## src/rtl/jk_bank_driver.sv

```systemverilog
// Command sequencer for a bank of JK flip-flops: issues J/K excitation with a
// one-cycle shared enable, verifies the bank's q feedback and retries on mismatch.
module jk_bank_driver #(
  parameter int WIDTH     = 4,
  parameter int MAX_RETRY = 1
) (
  input  logic             clk,
  input  logic             reset,
  input  logic             cmd_valid,
  output logic             cmd_ready,
  input  logic [1:0]       cmd_op,
  input  logic [WIDTH-1:0] cmd_data,
  input  logic [WIDTH-1:0] q_fb,
  output logic [WIDTH-1:0] j_out,
  output logic [WIDTH-1:0] k_out,
  output logic             en_out,
  output logic             busy,
  output logic             done,
  output logic             wrap,
  output logic             err
);

  typedef enum logic [1:0] {IDLE, ISSUE, CHECK} state_t;
  typedef enum logic [1:0] {OP_LOAD, OP_TOGGLE, OP_INC, OP_DEC} op_t;

  localparam logic [3:0]       MAX_RETRY_L = 4'(MAX_RETRY);
  localparam logic [WIDTH-1:0] ONE         = WIDTH'(1);

  state_t           state;
  logic [3:0]       retry_cnt;
  logic [WIDTH-1:0] expected;
  logic             wrap_r;

  logic [WIDTH-1:0] t_inc, t_dec;
  logic [WIDTH-1:0] nxt_j, nxt_k, nxt_exp;
  logic             nxt_wrap;
  logic             run_inc, run_dec;

  assign cmd_ready = (state == IDLE);
  assign busy      = (state != IDLE);

  // Counter toggle masks: bit i flips when every lower bit is 1 (INC) or 0 (DEC).
  always_comb begin
    // NOTE: every always_comb output gets a default first so no path can infer a latch.
    t_inc   = '0;
    t_dec   = '0;
    run_inc = 1'b1;
    run_dec = 1'b1;
    for (int i = 0; i < WIDTH; i++) begin
      t_inc[i] = run_inc;
      t_dec[i] = run_dec;
      run_inc  = run_inc & q_fb[i];
      run_dec  = run_dec & ~q_fb[i];
    end
  end

  always_comb begin
    nxt_j    = '0;
    nxt_k    = '0;
    nxt_exp  = '0;
    nxt_wrap = 1'b0;
    case (op_t'(cmd_op))
      OP_LOAD: begin
        nxt_j   = cmd_data & ~q_fb;
        nxt_k   = ~cmd_data & q_fb;
        nxt_exp = cmd_data;
      end
      OP_TOGGLE: begin
        nxt_j   = cmd_data;
        nxt_k   = cmd_data;
        nxt_exp = q_fb ^ cmd_data;
      end
      OP_INC: begin
        nxt_j    = t_inc;
        nxt_k    = t_inc;
        nxt_exp  = q_fb + ONE;
        nxt_wrap = &q_fb;
      end
      OP_DEC: begin
        nxt_j    = t_dec;
        nxt_k    = t_dec;
        nxt_exp  = q_fb - ONE;
        nxt_wrap = ~|q_fb;
      end
      default: ;
    endcase
  end

  always_ff @(posedge clk) begin
    // NOTE: sequential state uses non-blocking assignments so every register
    // samples pre-edge values, independent of statement order.
    if (reset) begin
      state     <= IDLE;
      j_out     <= '0;
      k_out     <= '0;
      en_out    <= 1'b0;
      done      <= 1'b0;
      wrap      <= 1'b0;
      err       <= 1'b0;
      retry_cnt <= '0;
      expected  <= '0;
      wrap_r    <= 1'b0;
    end else begin
      done <= 1'b0;
      wrap <= 1'b0;
      err  <= 1'b0;
      case (state)
        IDLE: begin
          if (cmd_valid) begin
            j_out     <= nxt_j;
            k_out     <= nxt_k;
            en_out    <= 1'b1;
            expected  <= nxt_exp;
            wrap_r    <= nxt_wrap;
            retry_cnt <= '0;
            state     <= ISSUE;
          end
        end
        ISSUE: begin
          en_out <= 1'b0;
          j_out  <= '0;
          k_out  <= '0;
          state  <= CHECK;
        end
        CHECK: begin
          if (q_fb == expected) begin
            done      <= 1'b1;
            wrap      <= wrap_r;
            retry_cnt <= '0;
            state     <= IDLE;
          end else if (retry_cnt < MAX_RETRY_L) begin
            // Retry drives the bank straight to the expected value from wherever it is now.
            retry_cnt <= retry_cnt + 4'd1;
            j_out     <= expected & ~q_fb;
            k_out     <= ~expected & q_fb;
            en_out    <= 1'b1;
            state     <= ISSUE;
          end else begin
            done      <= 1'b1;
            err       <= 1'b1;
            wrap      <= wrap_r;
            retry_cnt <= '0;
            state     <= IDLE;
          end
        end
        default: state <= IDLE;
      endcase
    end
  end

endmodule

```

## config.mk

```make
export PLATFORM = sky130hd
export DESIGN_NAME = jk_bank_driver
export DESIGN_NICKNAME = d
export VERILOG_FILES = /design/src/rtl/jk_bank_driver.sv
export SDC_FILE = /design/constraint.sdc
export NUM_CORES = 1
export LEC_CHECK = 0
export ABC_AREA = 1
export CORE_UTILIZATION = 58
export DETAILED_ROUTE_END_ITERATION = 16
export MAX_ROUTING_LAYER = met4
export PLACE_DENSITY = 0.9
export SYNTH_ARGS = -nofsm -noshare
export SYNTH_HDL_FRONTEND = slang
export SYNTH_SLANG_ARGS = --single-unit
```

## constraint.sdc

```tcl
create_clock -name clk -period 3.05 [get_ports clk]
set_input_delay 0.61 -clock clk [delete_from_list [all_inputs] [get_ports clk]]
set_output_delay 0.61 -clock clk [all_outputs]
set_load 0.01 [all_outputs]
```

# Yosys cells after proc, flatten, opt, wreduce, memory -nomap -nowiden

Cells that the tools add are included.

Multiplexer cells: 28
Bitwise operators: 16
Reduce and logical (&&, ||, !) cells: 13
$lt $le $gt $ge: 1
Add/sub/neg operators: 3
Equality and inequality tests: 9

Operator list:

| operator              | number |
|---|---|
| $pmux W4 S4           | 3 |
| $mux W4               | 9 |
| $pmux W4 S3           | 2 |
| $and A4 B4 Y4         | 4 |
| $not A4 Y4            | 3 |
| $mux W1               | 9 |
| $add A4 B1 Y4 const B | 2 |
| $pmux W4 S2           | 1 |
| $reduce_and A4 Y1     | 2 |
| $eq A2 B2 Y1 const B  | 3 |
| $ne A2 B2 Y1 const B  | 3 |
| $pmux W2 S3           | 1 |
| $and A1 B1 Y1         | 4 |
| $eq A2 B1 Y1 const B  | 2 |
| $eq A4 B4 Y1          | 1 |
| $logic_not A2 Y1      | 2 |
| $lt A4 B1 Y1 const B  | 1 |
| $not A1 Y1            | 4 |
| $reduce_and A2 Y1     | 2 |
| $reduce_bool A2 Y1    | 2 |
| $reduce_or A4 Y1      | 1 |
| $sub A4 B1 Y4 const B | 1 |
| $xor A4 B4 Y4         | 1 |
| $pmux W1 S3           | 1 |
| 6 further kinds       | 6 |

Register bits: 23
Output and inout port bits: 14

# Depth between registers and ports, before layout

Depth after elaboration: 6
Depth in mapped cells: 13
Depth with buffers taken out: 12

# Worst setup path after synthesis

OpenSTA, ideal clock, no wires.

Kind: input -> register
From: in cmd_op[0]
To: reg expected[1]
Buffers on the path: 1
Data arrival time: 1591 ps
Setup slack: 1334 ps
Stages: 9
Path through: buf_4 -> nand2_4 -> inv_1 -> nand2_1 -> nand2_1 -> inv_1 -> ha_1 -> a211oi_1 -> a21oi_1

Longest elaborated chain between the ends: 2

Ends and longest elaborated chain:

| what                                       | line | source |
|---|---|---|
| start, declared                            | 11   | `input logic [1:0] cmd_op,` |
| $eq A2 B2 Y1, or another cell as far along | 62   | `case (op_t'(cmd_op))` |
| $pmux W4 S4 (*)                            | 62   |  |
| end signal, assigned                       | 113  | `expected <= nxt_exp;` |
| end, declared                              | 31   | `logic [WIDTH-1:0] expected;` |

Every way passes the cells marked *; elsewhere a longest branch is shown, timed or not.
A chain may end at the register's enable or synchronous reset.

# Worst setup path after layout

From: reg state[0]
To: out busy

Longest elaborated chain between the ends: 1

Ends and longest elaborated chain:

| what                   | line | source |
|---|---|---|
| start, declared        | 29   | `state_t state;` |
| start signal, assigned | 93   | `state <= IDLE;` |
| start signal, assigned | 116  | `state <= ISSUE;` |
| start signal, assigned | 123  | `state <= CHECK;` |
| $reduce_bool A2 Y1     | 40   | `assign busy = (state != IDLE);` |
| end, declared          | 17   | `output logic busy,` |

No other way between the ends.

==> flow_summary.toml <==
[sta]
clock.fmax_mhz = 415
finalSetupViolations = 0
fin_skew_ns = 0.0151
maxSlewHeadroom_pct = 68.8
hold_violations = 0
max_slew.worst_pin.slew_ns = 0.467
slew_violations = 0
holdWs_ns = 0.458
finalSetupTns_ns = 0
finalCritPeriodShare_pct = 79.0
period_minus_slack_ns = 2.41
rsz0062_at_grt = "false"

[routing]
post-route-drc-count = 0
num_vias = 1667
dr.pass1.iters = 5
antenna_left = 0
drt_iter0_drc = 89
routedWlPerCell_um = 11.5
drt-total-wl_um = 3710
viasPerCell = 5.18

[clock_network]
clock_latency_ns = 0.33
cts_inserted_buffers = 3
cts_sinks = 23
post_cts_resized = 0
h-tree-depth = 1
post_cts_buffers = 0
clockBufferDepth = 2
tritoncts = "done"
holdBufCountCts = 0
clk_pin_slew_ns = 0.13
cts-root-buf = "clkbuf_4"

[floorplanning]
core_mm2 = 0.00281
start_util_pct = 62.0
placementRows = 19
die_w_um = 56.8
ios = 27
die-area_mm2 = 0.00322
fp.dieH_um = 56.8

[placed_design]
post_dp_cell_area_mm2 = 0.00200
io_buffers = 26
dp_hpwl_um = 2800
gp_congestion = 0.942

[global_route]
use_met2_pct = 41.0
grt_pass1_vias = 1436
antenna_found_initial = 0
grt_start_max_net_pins = 18
overflow = 0
grt_usage_pct = 25.7
grt_pass1_wl_um = 6270
use_met3_pct = 3.00
top_usage_layer = "met2"
grt_util_met1_pct = 33.8

[status]
status = "finished, final reports clean"

[synthesis]
synth_top_area_share_pct = 26.5
synth_edf_count = 0
synth_nets = 304
synth_flop_cell = "dfxtp_1"
synthArstFlopShare_pct = 0
synth_area_mm2 = 0.00174
synth_warnings = 0
ys_seq_area_share_pct = 26.5
synthCells = 266
synth.distinct_cells = 23
ys_top_cells_by_area = "dfxtp_1 26%, ha_1 18%, nand2_1 17%"
ys_ff_latch = 23
synth.largest_area_cell = "dfxtp_1"
synth.avg_cell_area_um2 = 6.54

[pwr]
total_power_mw = 1.05
p_per_area_mw_per_mm2 = 519
max-vdd-ir-drop_mv = 0.440
p_leak_nw = 1.01

[setup_path]
cp-end-kind = "output pin"
critPathSlowestCell = "clkdlybuf4s50_1"
setup.worst_path.class = "flip-flop to output pin"
cpPeakStageDelay_ns = 0.54
crit_required_ns = 2.44
cp-start-kind = "flip-flop"
cp_data_arrival_time_ns = 1.80
path_cells = "inv_1 > ha_1 > inv_2 > clkdlybuf4s50_1"
crit_fanout = 5

[finish]
antenna_cells = 0
layout.nets = 330
design_area_mm2 = 0.00203
layout-drive-gt1-share_pct = 4.81
final_cell_mix = "80 x nand2_1, 43 x inv_1, 30 x nor2_1, 26 x clkdlybuf4s50_1, 25 x ha_1"
synthToLayoutAreaGrowth_pct = 16.4
layout_commonest_cell = "nand2_1"

[flow_run]
max_cap_viol_count = 0

[hold_path]
timing.hold.worst.class = "flip-flop to flip-flop"
## cells by family after synthesis
logic type / synth area share, %
AND/OR/NAND/NOR: 33.9
buffers and inverters: 12.3
AO/OA/AOI/OAI: 9.35
adder cells (fa/ha/maj): 18.0
flip-flops: 26.5
## Yosys cell counts (2+ instances only)
master / number
nor2_4: 3
a21oi_1: 21
o21ai_0: 6
buf_4: 2
inv_2: 3
ha_1: 25
nor3_1: 3
nor2_1: 30
buf_6: 2
dfxtp_1: 23
nand3_1: 11
inv_1: 43
nand2_1: 80
nand4_1: 4
nor2_2: 2
## routing by layer
layer  vias up  wire length [um]
li1        877                 -
met1       737              1770
met2        48              1670
met3         5               214
met4         0                57
met5         -                 0
## worst max-delay path, delay by kind of cell (launching register included)
family                     cells  cell delay, ns
buffers and inverters          3            0.77
DFF                            1            0.46
adders and majority gates      1            0.25
## power by group
group          total (mW)  internal (mW)  switching, mW
combinational       0.506          0.213          0.293
clock               0.153         0.0493          0.104
sequential          0.391          0.356         0.0350
total                1.05          0.619          0.432
## state kept, by name, summed over array words and instances, names as in the netlist
signal / cells
done: 1
en_out: 1
err: 1
expected: 4
j_out: 4
k_out: 4
retry_cnt: 4
state: 2
wrap: 1
wrap_r: 1
## worst paths after layout
check               startpoint           end  slack (ns)  depth (start not counted)
hold / removal    retry_cnt[3]  retry_cnt[3]        0.46                          2
setup reg to reg      state[0]  retry_cnt[0]        1.29                          8
setup / recovery      state[0]          busy        0.64                          4
hold reg to reg   retry_cnt[3]  retry_cnt[3]        0.46                          2
## final cells by class
class	instances	area, um2
fillers	247	779
clock buffers	3	22.5
multi-input cells	192	1070
flip-flops and latches	23	460
clock inverters	1	5.00
well taps	31	38.8
repair buffers	26	260
inverters	46	173
## through the flow
stage	instances	utilization (%)	setup WS, ns
2_1_floorplan	266	-	1.33
3_3_place_gp	318	71.2	0.584
3_5_place_dp	318	71.2	0.557
4_1_cts	322	72.2	0.648
5_1_grt	322	72.2	0.550
6_report	322	72.2	0.641
Note: power is estimated with default switching activity, not from simulation.
